`src/rtl/md5_msg_packer.sv`:
```
// rtl/md5_msg_packer.sv - packs keyboard ASCII into one padded MD5 block, streamed as 16 LE words
// Optional echo outputs enabled by defining MD5_MSG_ECHO_EN.
module md5_msg_packer #(
    parameter int          MAX_LEN    = 55,
    parameter logic [7:0]  BS_CODE    = 8'h08,
    parameter logic [7:0]  ENTER_CODE = 8'h0D
) (
    input  logic        clk,
    input  logic        clr,
    input  logic [7:0]  key_data,
    input  logic        key_en,
    output logic [31:0] blk_word,
    output logic [3:0]  blk_idx,
    output logic        blk_valid,
    input  logic        blk_ready,
    output logic        blk_last,
    output logic [5:0]  msg_len,
    output logic        busy,
    output logic        overflow
`ifdef MD5_MSG_ECHO_EN
    ,
    output logic [7:0]  echo_data,
    output logic        echo_valid
`endif
);

    typedef enum logic [1:0] {COLLECT, PAD, EMIT} state_t;

    state_t      state, state_nxt;
    logic        key_prev;
    logic [5:0]  pad_ptr;
    logic [7:0]  pad_byte;
    logic [7:0]  buf_mem [0:63];

    logic strobe, printable, is_enter, is_bs;
    logic do_store, do_drop, do_bs, do_enter, hs;

    assign strobe    = key_en && !key_prev;
    assign printable = (key_data >= 8'h20) && (key_data <= 8'h7E);
    assign is_enter  = (key_data == ENTER_CODE);
    assign is_bs     = (key_data == BS_CODE);

    // Enter and backspace take priority over the printable test.
    assign do_enter = (state == COLLECT) && strobe && is_enter;
    assign do_bs    = (state == COLLECT) && strobe && !is_enter && is_bs && (msg_len != 6'd0);
    assign do_store = (state == COLLECT) && strobe && !is_enter && !is_bs && printable
                      && (msg_len < 6'(MAX_LEN));
    assign do_drop  = (state == COLLECT) && strobe && !is_enter && !is_bs && printable
                      && (msg_len >= 6'(MAX_LEN));
    assign hs       = blk_valid && blk_ready;

    always_comb begin
        state_nxt = state;
        case (state)
            COLLECT: if (do_enter) state_nxt = PAD;
            PAD:     if (pad_ptr == 6'd63) state_nxt = EMIT;
            EMIT:    if (hs && (blk_idx == 4'd15)) state_nxt = COLLECT;
            default: state_nxt = COLLECT;
        endcase
    end

    always_ff @(posedge clk) begin
        if (clr) state <= COLLECT;
        else     state <= state_nxt;
    end

    // 0x80 terminator, zero fill, then the 64-bit bit length (msg_len*8 fits in 9 bits).
    always_comb begin
        pad_byte = 8'h00;
        if (pad_ptr == msg_len)     pad_byte = 8'h80;
        else if (pad_ptr == 6'd56)  pad_byte = {msg_len[4:0], 3'b000};
        else if (pad_ptr == 6'd57)  pad_byte = {7'b0, msg_len[5]};
    end

    always_ff @(posedge clk) begin
        if (clr) begin
            key_prev  <= key_en;
            msg_len   <= 6'd0;
            overflow  <= 1'b0;
            blk_valid <= 1'b0;
            blk_idx   <= 4'd0;
            pad_ptr   <= 6'd0;
        end else begin
            key_prev <= key_en;
            if (do_store) msg_len  <= msg_len + 6'd1;
            if (do_bs)    msg_len  <= msg_len - 6'd1;
            if (do_drop)  overflow <= 1'b1;
            if (do_enter) pad_ptr  <= msg_len;
            if (state == PAD) begin
                pad_ptr <= pad_ptr + 6'd1;
                if (pad_ptr == 6'd63) begin
                    blk_valid <= 1'b1;
                    blk_idx   <= 4'd0;
                end
            end
            if ((state == EMIT) && hs) begin
                if (blk_idx == 4'd15) begin
                    blk_valid <= 1'b0;
                    blk_idx   <= 4'd0;
                    msg_len   <= 6'd0;
                    overflow  <= 1'b0;
                end else begin
                    blk_idx <= blk_idx + 4'd1;
                end
            end
        end
    end

    // Message storage is not reset; every byte read out is rewritten by COLLECT or PAD first.
    always_ff @(posedge clk) begin
        if (do_store)
            buf_mem[msg_len] <= key_data;
        else if (state == PAD)
            buf_mem[pad_ptr] <= pad_byte;
    end

`ifdef MD5_MSG_ECHO_EN
    always_ff @(posedge clk) begin
        if (clr) begin
            echo_valid <= 1'b0;
            echo_data  <= 8'h00;
        end else begin
            echo_valid <= do_store || do_bs || do_enter;
            if (do_store || do_bs || do_enter)
                echo_data <= do_bs ? BS_CODE : key_data;
        end
    end
`endif

    assign blk_word = blk_valid ? {buf_mem[{blk_idx, 2'd3}], buf_mem[{blk_idx, 2'd2}],
                                   buf_mem[{blk_idx, 2'd1}], buf_mem[{blk_idx, 2'd0}]} : 32'd0;
    assign blk_last = blk_valid && (blk_idx == 4'd15);
    assign busy     = (state != COLLECT);

endmodule

```
`config.mk`:
```
export PLATFORM = sky130hd
export DESIGN_NAME = md5_msg_packer
export DESIGN_NICKNAME = d
export VERILOG_FILES = /design/src/rtl/md5_msg_packer.sv
export SDC_FILE = /design/constraint.sdc
export NUM_CORES = 1
export LEC_CHECK = 0
export ABC_AREA = 1
export CAP_MARGIN = 10
export CORE_MARGIN = 4
export CORE_UTILIZATION = 61
export DETAILED_ROUTE_END_ITERATION = 7
export PLACE_DENSITY = 0.81
export REMOVE_ABC_BUFFERS = 1
export SYNTH_ARGS = -nofsm -noshare
export SYNTH_HDL_FRONTEND = slang
export SYNTH_SLANG_ARGS = --single-unit
```
`constraint.sdc`:
```
create_clock -name clk -period 5.3 [get_ports clk]
set_clock_uncertainty 0.1 [all_clocks]
set_input_delay 1.06 -clock clk [delete_from_list [all_inputs] [get_ports clk]]
set_output_delay 1.06 -clock clk [all_outputs]
set_load 0.02 [all_outputs]
```
==> results_dict.tcl, run 1 <==
set metrics [dict create \
    rsz0062_at_grt "no" \
    max_slew_margin_pct 21.6 \
    path_clk_slew_ps 60 \
    fin_ws_ps 551 \
    drc 0 \
    core_um2 35700 \
    avgSynthCellArea_um2 12.1 \
    hold_buffers 0 \
    path_class "reg2out" \
    cts.htree.levels 2 \
    cp-end-kind "primary output" \
    drv_cap 0 \
    synthCells 1831 \
    period_needed_ps 4750 \
    hpwl_um 30400 \
    synth_top_flop_cell "edfxtp_1" \
    worstPathArrival_ps 3590 \
    ys_types 35 \
    cts_resized 0 \
    fmax_ghz 0.211 \
    dr.pass1.iters 6 \
    cts_buffer_depth 3 \
    routedWlPerCell_um 22.9 \
    hp-start "overflow" \
    grt_pass1_wl_um 83800 \
    reg2reg_depth 6 \
    cts-root-buf "clkbuf_16" \
    antenna_cells 0 \
    drive_gt1_share_pct 7.08 \
    synth_edf_count 512 \
    syn_to_final_growth_pct 11.7 \
    grt_overflow 0 \
    routed_wl_um 54000 \
    num_io_pins 58 \
    fin_cells 2353 \
    die_x_um 199 \
    die-area_um2 39500 \
    setup_viol 0 \
    utilization_pct 69.3 \
    worstSetupStartpointType "flop" \
    hold_viol 0 \
    vias 15051 \
    post_cts_buffers 0 \
    worst_slew_pin_slew_ps 1180 \
    viasPerCell 6.40 \
    yosysSeqAreaShare_pct 71.6 \
    cts_tree "built" \
    grtUsageTotal_pct 27.3 \
    worstPathRequired_ps 4140 \
    rr_startpoint "state[0]" \
    initial_core_util_pct 62.0 \
    outcome "finished clean" \
    clock-sinks 537 \
    portBuffers 57 \
    dp_slack_ps 1070 \
    synth_area_um2 22200 \
    ir_drop_v 0.000288 \
    synth-seq-cells 537 \
    crit_fanout 166 \
    grt_pass1_vias 14699 \
    synth_area_leaders "edfxtp_1, nor2_1, o21ai_0, o211ai_1, dfxtp_1" \
    timing.rr.end "buf_mem[59][5]" \
    final_antenna_net_count 0 \
    min_to "overflow" \
    nets 1872 \
    yosysTopAreaCell "edfxtp_1" \
    netlist.area_leader.share_pct 69.4 \
    drt_iter0_markers 2220 \
    cellPowerDensity_nw_per_um2 339 \
    grt_start_max_net_pins 167 \
    r2r_setup_slack_ps 1860 \
    die_h_um 199 \
    synthArstFlopShare_pct 0 \
    hp-class "reg2reg" \
    worstSkewPairLatency_ps 580 \
    hold_depth 2 \
    gp_congestion 0.859 \
    ys_warn_count 0 \
    fin_crit_sh_pct 89.6 \
    rows 69 \
    cellLeakagePower_nw 7.99 \
    slew_violations 0 \
    place_inst 2260 \
    cts_buffers 51 \
    antenna_found_initial 1 \
]
[worst max-delay path, stage by stage, from the launching register on]
cell and delay, ps:
dfxtp_4 580, buf_12 510, o21ai_0 250, o211ai_1 270, nand3_1 110, a21oi_1 420, clkdlybuf4s50_1 710
[report_power, final]
part / total (mW) / switching (mW) / internal (mW)
clock network: 3.61 / 1.53 / 2.09
registers: 4.65 / 0.00187 / 4.64
logic: 0.128 / 0.103 / 0.0246
[layout make-up]
type | instances | area, um^2
Inverter | 52 | 200
Timing Repair Buffer | 86 | 851
Sequential cell | 537 | 15900
Tap cell | 461 | 577
Fill cell | 2346 | 11000
Clock buffer | 64 | 1350
Clock inverter | 28 | 293
Multi-Input combinational cell | 1125 | 5610
[worst max path at each step]
stage	from	end	slack, ps
after CTS	flop	blk_word[3]	630
after global routing	flop	blk_word[3]	410
final	flop	blk_word[3]	550
after global placement	key_en	buf_mem[21][4]	1220
after floorplan	flop	blk_word[19]	-4010
after detailed placement	key_en	buf_mem[57][1]	1070
[synth_stat cells, types with 8 or more instances]
| cell type | number |
|---|---|
| a21oi_1 | 52 |
| buf_2 | 31 |
| clkbuf_1 | 67 |
| dfxtp_1 | 25 |
| edfxtp_1 | 512 |
| inv_1 | 46 |
| nand2_1 | 70 |
| nand3_1 | 55 |
| nand4_2 | 8 |
| nor2_1 | 449 |
| nor3_1 | 15 |
| o211ai_1 | 100 |
| o21ai_0 | 300 |
| o21ai_1 | 9 |
| o221ai_1 | 29 |
[routing by layer]
layer  up-vias  share of wire, %  GRT usage, %
met2       998                48          43.5
li1       6733                 -             -
met3       128                11          4.18
met5         -                 0             0
met4         0               3.0          8.43
met1      7192                38          39.7
[state kept, by name, indices dropped and copies added, names as in the netlist, named ones only]
name and count:
pad_ptr 6, state 2, buf_mem 512, msg_len 6, overflow 1, key_prev 1
blk_valid 1, blk_idx 4
[through the flow]
| step | hold slack (ps) | total power [mW] | area (um^2) | setup TNS, ps |
|---|---|---|---|---|
| global placement | 347 | 4.86 | 23100 | 0 |
| detailed placement | 344 | 4.86 | 23100 | 0 |
| global route | 370 | 8.59 | 24800 | 0 |
| finish | 352 | 8.39 | 24800 | 0 |
| CTS | 353 | 8.40 | 24700 | 0 |
| floorplan | 388 | 4.80 | 21600 | -127300 |
[cells in the final DEF, fill, tap and decap left out, types with 2 or more instances in the layout]
master	count
o221ai_1	29
clkdlybuf4s50_1	57
nand2_2	3
clkinv_1	14
o21ai_4	3
nand3_2	2
nor2_1	447
nor3_1	15
dfxtp_4	3
ha_1	7
buf_12	5
nor2_4	2
nand2_1	67
xor2_1	4
clkbuf_1	12
a31oi_1	2
nand3b_1	2
a21oi_2	5
clkbuf_16	52
nand4_2	8
a21oi_1	52
clkinv_2	7
edfxtp_1	512
dfxtp_1	22
buf_4	24
o21ai_0	297
inv_6	2
nor2_2	2
inv_2	4
nand3_1	55
inv_1	45
o211ai_1	100
nand4_1	7
o21ai_1	9
bufinv_16	6
[kinds of logic (layout without fill, tap and decap cells)]
group | after synthesis | after routing | share of synthesized area (%)
and+or+nand+nor | 613 | 613 | 11.4
adders and majority gates | 7 | 7 | 0.395
buffers and inverters | 169 | 230 | 3.34
AOI/OAI and AO/OA | 500 | 500 | 13.0
DFF | 537 | 537 | 71.6
xor gates and xnor gates | 5 | 5 | 0.198
(Power assumes the default switching activity.)
==> inputs of run 2 (changes only) <==
--- a/config.mk
+++ b/config.mk
@@ -10,5 +10,5 @@
 export CORE_MARGIN = 4
-export CORE_UTILIZATION = 61
+export CORE_UTILIZATION = 35
 export DETAILED_ROUTE_END_ITERATION = 7
-export PLACE_DENSITY = 0.81
+export PLACE_DENSITY = 0.52
 export REMOVE_ABC_BUFFERS = 1
@@ -17 +17,2 @@
 export SYNTH_SLANG_ARGS = --single-unit
+export TNS_END_PERCENT = 30
==> constraint.sdc (replaced) <==
create_clock -name clk -period 5.3 [get_ports clk]
set_clock_uncertainty 0.1 [all_clocks]
set_input_delay 1.59 -clock clk [delete_from_list [all_inputs] [get_ports clk]]
set_output_delay 1.59 -clock clk [all_outputs]
set_load 0.02 [all_outputs]
==> results_dict.tcl, run 2 (same netlist as run 1, synthesis figures left out) <==
set metrics [dict create \
    core_um2 62200 \
    grt_pass1_wl_um 91100 \
    crit_fanout 193 \
    rsz0062_at_grt "no" \
    slew_violations 0 \
    stdcell_area_um2 25600 \
    drt_iter0_markers 1412 \
    routed_wl_um 61000 \
    drv_cap 0 \
    ir_drop_v 0.000252 \
    nets 1887 \
    setup_viol 0 \
    grt_start_max_net_pins 194 \
    hpwl_um 35100 \
    top_regs "buf_mem x512, msg_len x6, pad_ptr x6" \
    grt_overflow 0 \
    worst_slew_pin_slew_ps 1110 \
    portBuffers 57 \
    vias 14653 \
    p_switching_mw 1.75 \
    num_io_pins 58 \
    syn_to_final_growth_pct 15.3 \
    max_slew_margin_pct 26.0 \
    cts-root-buf "clkbuf_16" \
    initial_core_util_pct 35.7 \
    path_clk_slew_ps 60 \
    drive_gt1_share_pct 8.42 \
    power_mw 8.71 \
    cp-end-kind "primary output" \
    cts_resized 0 \
    die-area_um2 67400 \
    fin_crit_sh_pct 96.3 \
    outcome "finished clean" \
    cellLeakagePower_nw 8.17 \
    dpl_cell_area_um2 23700 \
    fillers 5911 \
    cts_buffer_depth 3 \
    fmax_ghz 0.196 \
    fin_cells 2750 \
    path_class "reg2out" \
    cellPowerDensity_nw_per_um2 341 \
    viasPerCell 5.33 \
    worstPathArrival_ps 3420 \
    worstSetupStartpointType "flop" \
    combPwrFrac_pct 1.7 \
    gp_congestion 0.822 \
    rows 91 \
    p_sw_share_pct 20.1 \
    hold_viol 0 \
    largest_reg_flops 512 \
    antenna_cells 0 \
    final_common_cell "edfxtp_1" \
    mostFrequentLayoutCells "edfxtp_1, nor2_1, o21ai_0" \
    routedWlPerCell_um 22.2 \
    clock-sinks 537 \
    cts_tree "built" \
    period_needed_ps 5110 \
    hp-class "reg2reg" \
    place_inst 2646 \
    p_seq_share_pct 53.3 \
    cts_buffers 56 \
    die_h_um 260 \
    dr.pass1.iters 5 \
    clkPwrFrac_pct 45.0 \
    cts.htree.levels 2 \
    worstPathRequired_ps 3610 \
    grtUsageTotal_pct 17.8 \
    tns_ps 0 \
    die_x_um 260 \
    internal_power_mw 6.96 \
    worstSkewPairLatency_ps 600 \
    regMostFlops "buf_mem" \
    grt_pass1_vias 14642 \
    drc 0 \
    antenna_found_initial 0 \
    final_antenna_net_count 0 \
]
[run 2: cell types whose count changed in the layout (fill, tap and decap cells not counted), moves of 2 or more]
| cell | previous run | this run |
|---|---|---|
| clkbuf_8 | 0 | 2 |
| clkinv_2 | 7 | 14 |
| clkbuf_16 | 52 | 57 |
| clkinv_1 | 14 | 10 |
| inv_6 | 2 | 4 |
| buf_4 | 24 | 29 |
| buf_12 | 5 | 10 |
[run 2: final cells by class]
cell class	instances	area [um^2]	share of cell area, %
multi-input cells	1125	5610	22.0
inverters	52	200	0.783
flip-flops and latches	537	15900	62.2
clock buffers	70	1500	5.85
well taps	837	1050	4.10
clock inverters	33	323	1.26
repair buffers	96	988	3.87
[run 2: final timing paths]
check	from	endpoint	slack, ps	cells past startpoint
setup / recovery	flop	blk_word[14]	190	6
hold / removal	overflow	overflow	370	2
setup reg to reg	state[0]	buf_mem[39][1]	1910	6
hold reg to reg	overflow	overflow	370	2
[run 2: power by group through the flow]
stage	registers, mW	clock network, mW	logic (mW)
finish	4.65	3.92	0.145
CTS	4.65	3.98	0.149
floorplan	4.74	0	0.0542
global route	4.64	4.17	0.157
detailed placement	4.74	0	0.149
global placement	4.74	0	0.149
[run 2: worst max-delay path, stage by stage, from the launching register on]
cell	delay, ps
dfxtp_4	390
buf_12	430
o21ai_0	280
o211ai_1	260
o211ai_1	120
a21oi_1	340
clkdlybuf4s50_1	680
[run 2: what timing repair did]
item | CTS | global route
setup buffers | 0 | 1
hold buffers | 0 | 0
endpoints found under the setup margin | 0 | 1
[run 2: stage by stage]
stage / utilization, % / hold slack [ps] / setup slack [ps]
final: 41.1 / 371 / 195
after detailed placement: 38.1 / 357 / 602
after CTS: 41.1 / 374 / 116
after global routing: 41.1 / 399 / 119
after global placement: 38.1 / 363 / 698
after floorplan: - / 388 / -4540
[run 2: metal layers]
layer	vias up	track usage, %	part of all wire, %	routed length, um
met2	455	28.9	47	28900
li1	6763	-	-	-
met4	0	4.74	2.4	1440
met5	-	0	0	0
met3	94	2.73	5.5	3390
met1	7341	25.0	45	27400
